### src/rtl/axi4lite_master_ctrl_pkg.sv
// rtl/axi4lite_master_ctrl_pkg.sv - shared widths, FSM encoding and AXI response codes
package axi4lite_master_ctrl_pkg;

  localparam int DEF_ADDR_WIDTH     = 32;
  localparam int DEF_DATA_WIDTH     = 32;
  localparam int DEF_RESP_WIDTH     = 2;
  localparam int DEF_TIMEOUT_CYCLES = 1024;

  localparam logic [1:0] RESP_OKAY   = 2'd0;
  localparam logic [1:0] RESP_EXOKAY = 2'd1;
  localparam logic [1:0] RESP_SLVERR = 2'd2;
  localparam logic [1:0] RESP_DECERR = 2'd3;

  typedef enum logic [2:0] {
    ST_IDLE    = 3'd0,
    ST_RD_ADDR = 3'd1,
    ST_RD_DATA = 3'd2,
    ST_WR_REQ  = 3'd3,
    ST_WR_RESP = 3'd4,
    ST_RSP     = 3'd5
  } state_t;

endpackage

### src/rtl/axi4lite_wr_issue.sv
// rtl/axi4lite_wr_issue.sv - concurrent AW/W issue with per-channel done tracking
module axi4lite_wr_issue (
  input  logic clk,
  input  logic rst,
  input  logic active,
  input  logic aw_ready,
  input  logic w_ready,
  output logic aw_valid,
  output logic w_valid,
  output logic done
);

  logic aw_done;
  logic w_done;
  logic aw_fire;
  logic w_fire;

  // Valids come from the FSM state and done flags only, never from the readies.
  assign aw_valid = active && !aw_done;
  assign w_valid  = active && !w_done;
  assign aw_fire  = aw_valid && aw_ready;
  assign w_fire   = w_valid && w_ready;

  // Both channels finished, counting a handshake landing this cycle.
  assign done = active && (aw_done || aw_fire) && (w_done || w_fire);

  // Done flags remember which channel has already handshaken; cleared whenever idle.
  always_ff @(posedge clk) begin
    if (rst || !active) begin
      aw_done <= 1'b0;
      w_done  <= 1'b0;
    end else begin
      if (aw_fire) aw_done <= 1'b1;
      if (w_fire)  w_done  <= 1'b1;
    end
  end

endmodule

### src/rtl/axi4lite_master_ctrl.sv
// rtl/axi4lite_master_ctrl.sv - single-outstanding AXI4-Lite master; watchdog under AXI4LITE_M_TIMEOUT_EN
module axi4lite_master_ctrl
  import axi4lite_master_ctrl_pkg::*;
#(
  parameter int ADDR_WIDTH     = DEF_ADDR_WIDTH,
  parameter int DATA_WIDTH     = DEF_DATA_WIDTH,
  parameter int MASK_WIDTH     = DATA_WIDTH / 8,
  parameter int RESP_WIDTH     = DEF_RESP_WIDTH,
  parameter int TIMEOUT_CYCLES = DEF_TIMEOUT_CYCLES
) (
  input  logic                  iClock,
  input  logic                  iReset,
  input  logic                  iReq_valid,
  output logic                  oReq_ready,
  input  logic                  iReq_wen,
  input  logic [ADDR_WIDTH-1:0] iReq_addr,
  input  logic [DATA_WIDTH-1:0] iReq_data,
  input  logic [MASK_WIDTH-1:0] iReq_mask,
  output logic                  oRsp_valid,
  input  logic                  iRsp_ready,
  output logic [DATA_WIDTH-1:0] oRsp_data,
  output logic [RESP_WIDTH-1:0] oRsp_resp,
  input  logic                  pAXI4M_ar_ready,
  output logic                  pAXI4M_ar_valid,
  output logic [ADDR_WIDTH-1:0] pAXI4M_ar_bits_addr,
  input  logic                  pAXI4M_r_valid,
  input  logic [DATA_WIDTH-1:0] pAXI4M_r_bits_data,
  input  logic [RESP_WIDTH-1:0] pAXI4M_r_bits_resp,
  output logic                  pAXI4M_r_ready,
  input  logic                  pAXI4M_aw_ready,
  output logic                  pAXI4M_aw_valid,
  output logic [ADDR_WIDTH-1:0] pAXI4M_aw_bits_addr,
  input  logic                  pAXI4M_w_ready,
  output logic                  pAXI4M_w_valid,
  output logic [DATA_WIDTH-1:0] pAXI4M_w_bits_data,
  output logic [MASK_WIDTH-1:0] pAXI4M_w_bits_strb,
  input  logic                  pAXI4M_b_valid,
  input  logic [RESP_WIDTH-1:0] pAXI4M_b_bits_resp,
  output logic                  pAXI4M_b_ready
);

  state_t state;
  state_t state_next;

  logic [ADDR_WIDTH-1:0] addr_q;
  logic [DATA_WIDTH-1:0] data_q;
  logic [MASK_WIDTH-1:0] mask_q;
  logic [DATA_WIDTH-1:0] rsp_data_q;
  logic [RESP_WIDTH-1:0] rsp_resp_q;

  logic req_fire;
  logic ar_fire;
  logic r_fire;
  logic b_fire;
  logic wr_done;
  logic timeout_abort;

  // All channel valids/readies are decoded from the registered state.
  assign oReq_ready      = (state == ST_IDLE);
  assign oRsp_valid      = (state == ST_RSP);
  assign pAXI4M_ar_valid = (state == ST_RD_ADDR);
  assign pAXI4M_r_ready  = (state == ST_RD_DATA);
  assign pAXI4M_b_ready  = (state == ST_WR_RESP);

  assign pAXI4M_ar_bits_addr = addr_q;
  assign pAXI4M_aw_bits_addr = addr_q;
  assign pAXI4M_w_bits_data  = data_q;
  assign pAXI4M_w_bits_strb  = mask_q;
  assign oRsp_data           = rsp_data_q;
  assign oRsp_resp           = rsp_resp_q;

  assign req_fire = iReq_valid && oReq_ready;
  assign ar_fire  = pAXI4M_ar_valid && pAXI4M_ar_ready;
  assign r_fire   = pAXI4M_r_valid && pAXI4M_r_ready;
  assign b_fire   = pAXI4M_b_valid && pAXI4M_b_ready;

  axi4lite_wr_issue u_wr_issue (
    .clk      (iClock),
    .rst      (iReset),
    .active   (state == ST_WR_REQ),
    .aw_ready (pAXI4M_aw_ready),
    .w_ready  (pAXI4M_w_ready),
    .aw_valid (pAXI4M_aw_valid),
    .w_valid  (pAXI4M_w_valid),
    .done     (wr_done)
  );

`ifdef AXI4LITE_M_TIMEOUT_EN
  localparam int CNT_W = $clog2(TIMEOUT_CYCLES + 1);

  logic [CNT_W-1:0] tmo_cnt;
  logic             busy;
  logic             progress;

  assign busy     = (state == ST_RD_ADDR) || (state == ST_RD_DATA) ||
                    (state == ST_WR_REQ)  || (state == ST_WR_RESP);
  assign progress = ar_fire || r_fire || wr_done || b_fire;

  // A handshake landing in the expiry cycle wins over the abort.
  assign timeout_abort = busy && !progress && (tmo_cnt == CNT_W'(TIMEOUT_CYCLES - 1));

  // Watchdog restarts on every state change and counts only while waiting on the slave.
  always_ff @(posedge iClock) begin
    if (iReset || (state_next != state)) begin
      tmo_cnt <= '0;
    end else if (busy) begin
      tmo_cnt <= tmo_cnt + 1'b1;
    end
  end
`else
  assign timeout_abort = 1'b0;
`endif

  // State register.
  always_ff @(posedge iClock) begin
    if (iReset) begin
      state <= ST_IDLE;
    end else begin
      state <= state_next;
    end
  end

  // Next-state decode: one step per completed handshake, abort straight to RSP.
  always_comb begin
    state_next = state;
    unique case (state)
      ST_IDLE:    if (req_fire)   state_next = iReq_wen ? ST_WR_REQ : ST_RD_ADDR;
      ST_RD_ADDR: if (ar_fire)    state_next = ST_RD_DATA;
      ST_RD_DATA: if (r_fire)     state_next = ST_RSP;
      ST_WR_REQ:  if (wr_done)    state_next = ST_WR_RESP;
      ST_WR_RESP: if (b_fire)     state_next = ST_RSP;
      ST_RSP:     if (iRsp_ready) state_next = ST_IDLE;
      default:                    state_next = ST_IDLE;
    endcase
    if (timeout_abort) begin
      state_next = ST_RSP;
    end
  end

  // Request fields are latched on acceptance so the core may change them afterwards.
  always_ff @(posedge iClock) begin
    if (iReset) begin
      addr_q <= '0;
      data_q <= '0;
      mask_q <= '0;
    end else if (req_fire) begin
      addr_q <= iReq_addr;
      data_q <= iReq_data;
      mask_q <= iReq_mask;
    end
  end

  // Response capture; held unchanged through RSP until the core takes it.
  always_ff @(posedge iClock) begin
    if (iReset) begin
      rsp_data_q <= '0;
      rsp_resp_q <= RESP_WIDTH'(RESP_OKAY);
    end else if (timeout_abort) begin
      rsp_data_q <= '0;
      rsp_resp_q <= RESP_WIDTH'(RESP_SLVERR);
    end else if (r_fire) begin
      rsp_data_q <= pAXI4M_r_bits_data;
      rsp_resp_q <= pAXI4M_r_bits_resp;
    end else if (b_fire) begin
      rsp_data_q <= '0;
      rsp_resp_q <= pAXI4M_b_bits_resp;
    end
  end

endmodule

### config.mk
export PLATFORM = sky130hd
export DESIGN_NAME = axi4lite_master_ctrl
export DESIGN_NICKNAME = d
export VERILOG_FILES = /design/src/rtl/axi4lite_master_ctrl_pkg.sv /design/src/rtl/axi4lite_wr_issue.sv /design/src/rtl/axi4lite_master_ctrl.sv
export SDC_FILE = /design/constraint.sdc
export NUM_CORES = 1
export LEC_CHECK = 0
export BUFFER_PORTS_ARGS = -buffer_cell sky130_fd_sc_hd__clkbuf_2
export CORE_MARGIN = 2
export CORE_UTILIZATION = 33
export CTS_BUF_LIST = sky130_fd_sc_hd__clkbuf_8
export DETAILED_ROUTE_END_ITERATION = 8
export PLACE_DENSITY_LB_ADDON = 0.25
export SLEW_MARGIN = 10
export SYNTH_ARGS = -nofsm -noshare
export SYNTH_HDL_FRONTEND = slang
export SYNTH_SLANG_ARGS = --single-unit
### constraint.sdc
create_clock -name iClock -period 1.7 [get_ports iClock]
set_input_delay 0.34 -clock iClock [delete_from_list [all_inputs] [get_ports iClock]]
set_output_delay 0.34 -clock iClock [all_outputs]
set_load 0.02 [all_outputs]
Yosys cells after proc, flatten, opt, wreduce, memory -nomap -nowiden:

Cells that the tools add are included.

* equality and inequality tests: 11
* mux-type cells: 12
* reductions and logical operators: 19

Operators by type and width (number)
* 2-to-1 mux 32 bit: 2
* 2-to-1 mux 3 bit: 6
* case mux 3 bit (6 select lines): 1
* logical AND 1 bit: 10
* inequality test 2 x 1 -> 1 bit (second input constant): 5
* equality test 3 x 2 -> 1 bit (second input constant): 2
* equality test 3 bit (second input constant): 2
* 2-to-1 mux 2 bit: 3
* AND reduction 6 bit: 1
* equality test 3 x 1 -> 1 bit (second input constant): 1
* logical NOT 1 bit: 3
* logical NOT 3 bit: 1
* logical OR 1 bit: 3
* inequality test 2 bit (second input constant): 1
* nonzero test 2 bit: 1

* flip-flop bits (word level): 107
* output and inout port bits: 141
* logic and storage cells: 50

Logic depth before layout (Yosys ltp):

* depth after elaboration: 8
* depth in mapped cells: 7

Hierarchy:

From an unflattened synthesis, not the netlist that was laid out.

* cells, all modules: 492
* area, all modules: 4245.3 µm²

Modules (own cells, without submodules)
* axi4lite_master_ctrl: instances 1, cells an instance 482, area each 4156.5 µm²
* axi4lite_wr_issue: instances 1, cells an instance 10, area each 88.8 µm²

Worst setup path before layout:

OpenSTA, ideal clock, no wires.

* path type: register -> register
* from: register state[0]
* to: register data_q[10] (netlist: pAXI4M_w_bits_data[10])
* setup time: 0.132 ns
* data arrival time: 1.374 ns
* data required time: 1.568 ns
* setup slack: 0.194 ns
* cell stages (with the launch flop): 7
* path buffers: 2
* clock period less this slack: 1.506 ns
* cell sequence: dfxtp_1 nor3_2 nand2_1 buf_2 buf_2 nand2_1 a21oi_1

* longest elaborated chain between the ends: 2

Ends and longest elaborated chain
* from (decl): RTL line axi4lite_master_ctrl.sv:42 `state_t state;`
* from (signal assigned): RTL line axi4lite_master_ctrl.sv:119 `state <= state_next;`
* logical NOT 3 bit: RTL line axi4lite_master_ctrl.sv:59 `assign oReq_ready = (state == ST_IDLE);`
* net oReq_ready: RTL line axi4lite_master_ctrl.sv:14 `output logic oReq_ready,`
* logical AND 1 bit: RTL line axi4lite_master_ctrl.sv:72 `assign req_fire = iReq_valid && oReq_ready;`
* to (signal assigned): RTL line axi4lite_master_ctrl.sv:148 `data_q <= iReq_data;`
* to (decl): RTL line axi4lite_master_ctrl.sv:46 `logic [DATA_WIDTH-1:0] data_q;`

The timed path passes the listed nets, and every way through them passes these cells.
A chain may end at the register's enable or synchronous reset.

Final worst setup path:

* from: register state[1]
* to: output port pAXI4M_w_valid

* longest elaborated chain between the ends: 2

Ends and longest elaborated chain
* equality test 3 x 2 -> 1 bit: RTL line axi4lite_master_ctrl.sv:80 `.active (state == ST_WR_REQ),`
* logical AND 1 bit: RTL line axi4lite_wr_issue.sv:20 `assign w_valid = active && !w_done;`
* to (decl): RTL line axi4lite_master_ctrl.sv:34 `output logic pAXI4M_w_valid,`

No other way between the ends.

==> results.yml <==
logic_synthesis:
  synth_area_leaders: "dfxtp_1, nand2_1, a22oi_2"
  synth_top_area_cell: "dfxtp_1"
  yosysWarnings: 0
  syn_avg_cell_area_um2: 8.771
  syn-cell-area_um2: 4298
  synth_edf_count: 0
  synth_seq_cells: 107
  synth.distinct_cells: 31
  yosysMostFrequentCell: "nand2_1"
  seq_area_frac_synth_pct: 49.84
  ys_async_sr_fraction_pct: 0
  synth_ff_type: "dfxtp_1"
  postSynthCellCount: 490
  synth_common_cells: "nand2_1, dfxtp_1, a21oi_1, nor2_1, buf_4"
  synth_top_area_share_pct: 49.84
  syn_nets: 604
final_layout:
  area_delta_synth_final_pct: 32.72
  final_nets: 813
  num-fill-cells: 1287
  finalNonFillerCells: 876
  final_cell_area_um2: 5704
  post-route-util_pct: 45.02
  drive_above_1_share_pct: 45.74
  n_antenna_cell: 0
critical_path:
  timing.rr.start: "state[2]$_SDFFE_PP0P_"
  worstPathMaxFanout: 15
  cp_data_required_time_ns: 1.36
  timing.rr.end: "state[2]$_SDFFE_PP0P_"
  path_class: "flip-flop to primary output"
  crit_path_end_kind: "primary output"
  reg2reg_depth: 4
  start_kind: "flip-flop"
  r2r_slack_ns: 0.22
  crit_arrival_ns: 1.27
sta:
  max_freq_mhz: 621.4
  fin_crit_ns: 1.609
  slew_viol_final: 0
  fin_ws_ns: 0.09078
  hold-worst-slack_ns: 0.1900
  finalCritPeriodShare_pct: 94.66
  tns_ns: 0
  tightest_slew_ns: 0.4766
  finalHoldViolCount: 0
  skew_ns: 0.009226
  setup_viol: 0
  max_slew_margin_pct: 68.23
placement:
  post_dp_cell_area_um2: 5510
  dp_hpwl_mm: 8.707
  port_buffers: 254
  gp_congestion: 0.7678
  place_ws_ns: 0.04228
  dp.cells: 859
detailed_routing:
  routed_wl_mm: 11.65
  dr.pass1.iters: 6
  vias: 3989
  drc_errors: 0
  viasPerCell: 4.554
  drtIter0Drc: 167
  wl_per_cell_um: 13.30
  ant_nets: 0
clock_network:
  clkLatencyLatePin_ns: 0.36
  h-tree-depth: 3
  ctsHoldBuffers: 0
  cts_root_buffer: "clkbuf_8"
  cts_max_path_buffers: 2
  cts_buffers: 9
  clkSlewWorstSetupHoldPaths_ns: 0.09
  cts_tree: "done"
  cts.sinks: 107
pwr:
  p_leak_nw: 2.648
  power_density_nw_per_um2: 1493
  p_total_mw: 8.516
  vdd_drop_max_v: 0.0006683
grt:
  grt_max_degree: 108
  grt_pass1_vias: 3829
  grt_overflow: 0
  grt_util_all_layers_pct: 16.44
  antenna_found_initial: 0
  grt_pass1_wl_mm: 18.71
die:
  core_um2: 12670
  dieArea_um2: 13950
  die_h_um: 118.1
  rows: 41
  die_w_um: 118.1
  ios: 255
  initial_core_util_pct: 33.92
status:
  status: "finished clean"
job:
  maxCapViolations: 0
worst_hold_path:
  hold_end: "pAXI4M_w_bits_data[22]$_SDFFE_PP0P_"
  hp-class: "input port to flip-flop"
  hold_path_depth: 3
  min_from: "iReq_data[22]"
-- cell usage in the layout (no fill, tap or decap), drive strengths merged --
master / n
a211oi: 5
a21o: 1
a21oi: 72
a22oi: 32
and2: 4
and3b: 2
and4bb: 2
buf: 16
clkbuf: 262
clkinv: 2
dfxtp: 107
inv: 3
mux2i: 3
nand2: 137
nand2b: 1
nand3: 1
nand3b: 1
nand4b: 1
nor2: 43
nor3: 3
nor3b: 1
nor4b: 2
nor4bb: 1
o21a: 1
o22ai: 1
-- flip-flops by register name, indices dropped and copies added, names as in the netlist --
signal / flops
pAXI4M_ar_bits_addr: 32
pAXI4M_w_bits_strb: 4
state: 3
u_wr_issue.w_done: 1
oRsp_data: 32
u_wr_issue.aw_done: 1
oRsp_resp: 2
pAXI4M_w_bits_data: 32
-- cell type report --
class | instances | area [um2] | area share, %
sequential | 107 | 2147 | 37.64
clock buffer | 11 | 151.4 | 2.654
clock inverter | 5 | 21.27 | 0.3729
tap | 172 | 215.2 | 3.773
timing repair buffer | 267 | 1465 | 25.69
multi-input combinational | 314 | 1704 | 29.87
-- kinds of logic after synthesis --
group / share of synthesized area [%]
buffers and inverters: 10.65
AOI/OAI and AO/OA: 19.07
and+or+nand+nor: 19.74
muxes: 0.6987
DFF: 49.84
-- per-layer routing --
metal  vias up  GRT usage, %  part of all wire (%)  wire length (um)
met1      1810         19.48                    42              4848
met3         9         5.620                   8.1               942
met5         -             0                     0                 0
li1       2002             -                     -                 -
met4         0         5.196                  0.98               114
met2       168         27.85                    49              5745
-- how the worst max path moves through the flow --
stage	startpoint	end	slack [ns]	cells past startpoint
6_report	state[1]$_SDFFE_PP0P_	pAXI4M_w_valid	0.09	4
3_3_place_gp	state[0]$_SDFFE_PP0P_	oRsp_data[31]$_SDFFE_PP0P_	0.14	4
4_1_cts	state[1]$_SDFFE_PP0P_	pAXI4M_w_valid	0.001	4
3_5_place_dp	state[0]$_SDFFE_PP0P_	state[2]$_SDFFE_PP0P_	0.04	4
5_1_grt	state[1]$_SDFFE_PP0P_	pAXI4M_w_valid	-0.0009	4
2_1_floorplan	state[0]$_SDFFE_PP0P_	pAXI4M_w_bits_data[10]$_SDFFE_PP0P_	0.19	6
-- worst max-delay path, stage by stage (launching register included) --
cell and delay [ns]:
dfxtp_1 0.33, buf_6 0.15, nand3b_1 0.14, nor2_1 0.11, buf_2 0.17
-- power breakdown --
| group | leakage (nW) | total (mW) | switching [mW] | internal, mW |
|---|---|---|---|---|
| logic | 1.67 | 3.76 | 2.36 | 1.40 |
| registers | 0.873 | 3.36 | 0.364 | 2.99 |
| clock network | 0.103 | 1.40 | 0.802 | 0.594 |
-- repair_timing --
item | 4_1_cts | 5_1_grt
endpoints found under the hold margin | 0 | 0
endpoints found under the setup margin | 7 | 3
setup buffers | 0 | 1
gates resized for setup | 4 | 4
No activity file was read; power rests on OpenSTA's default activity.
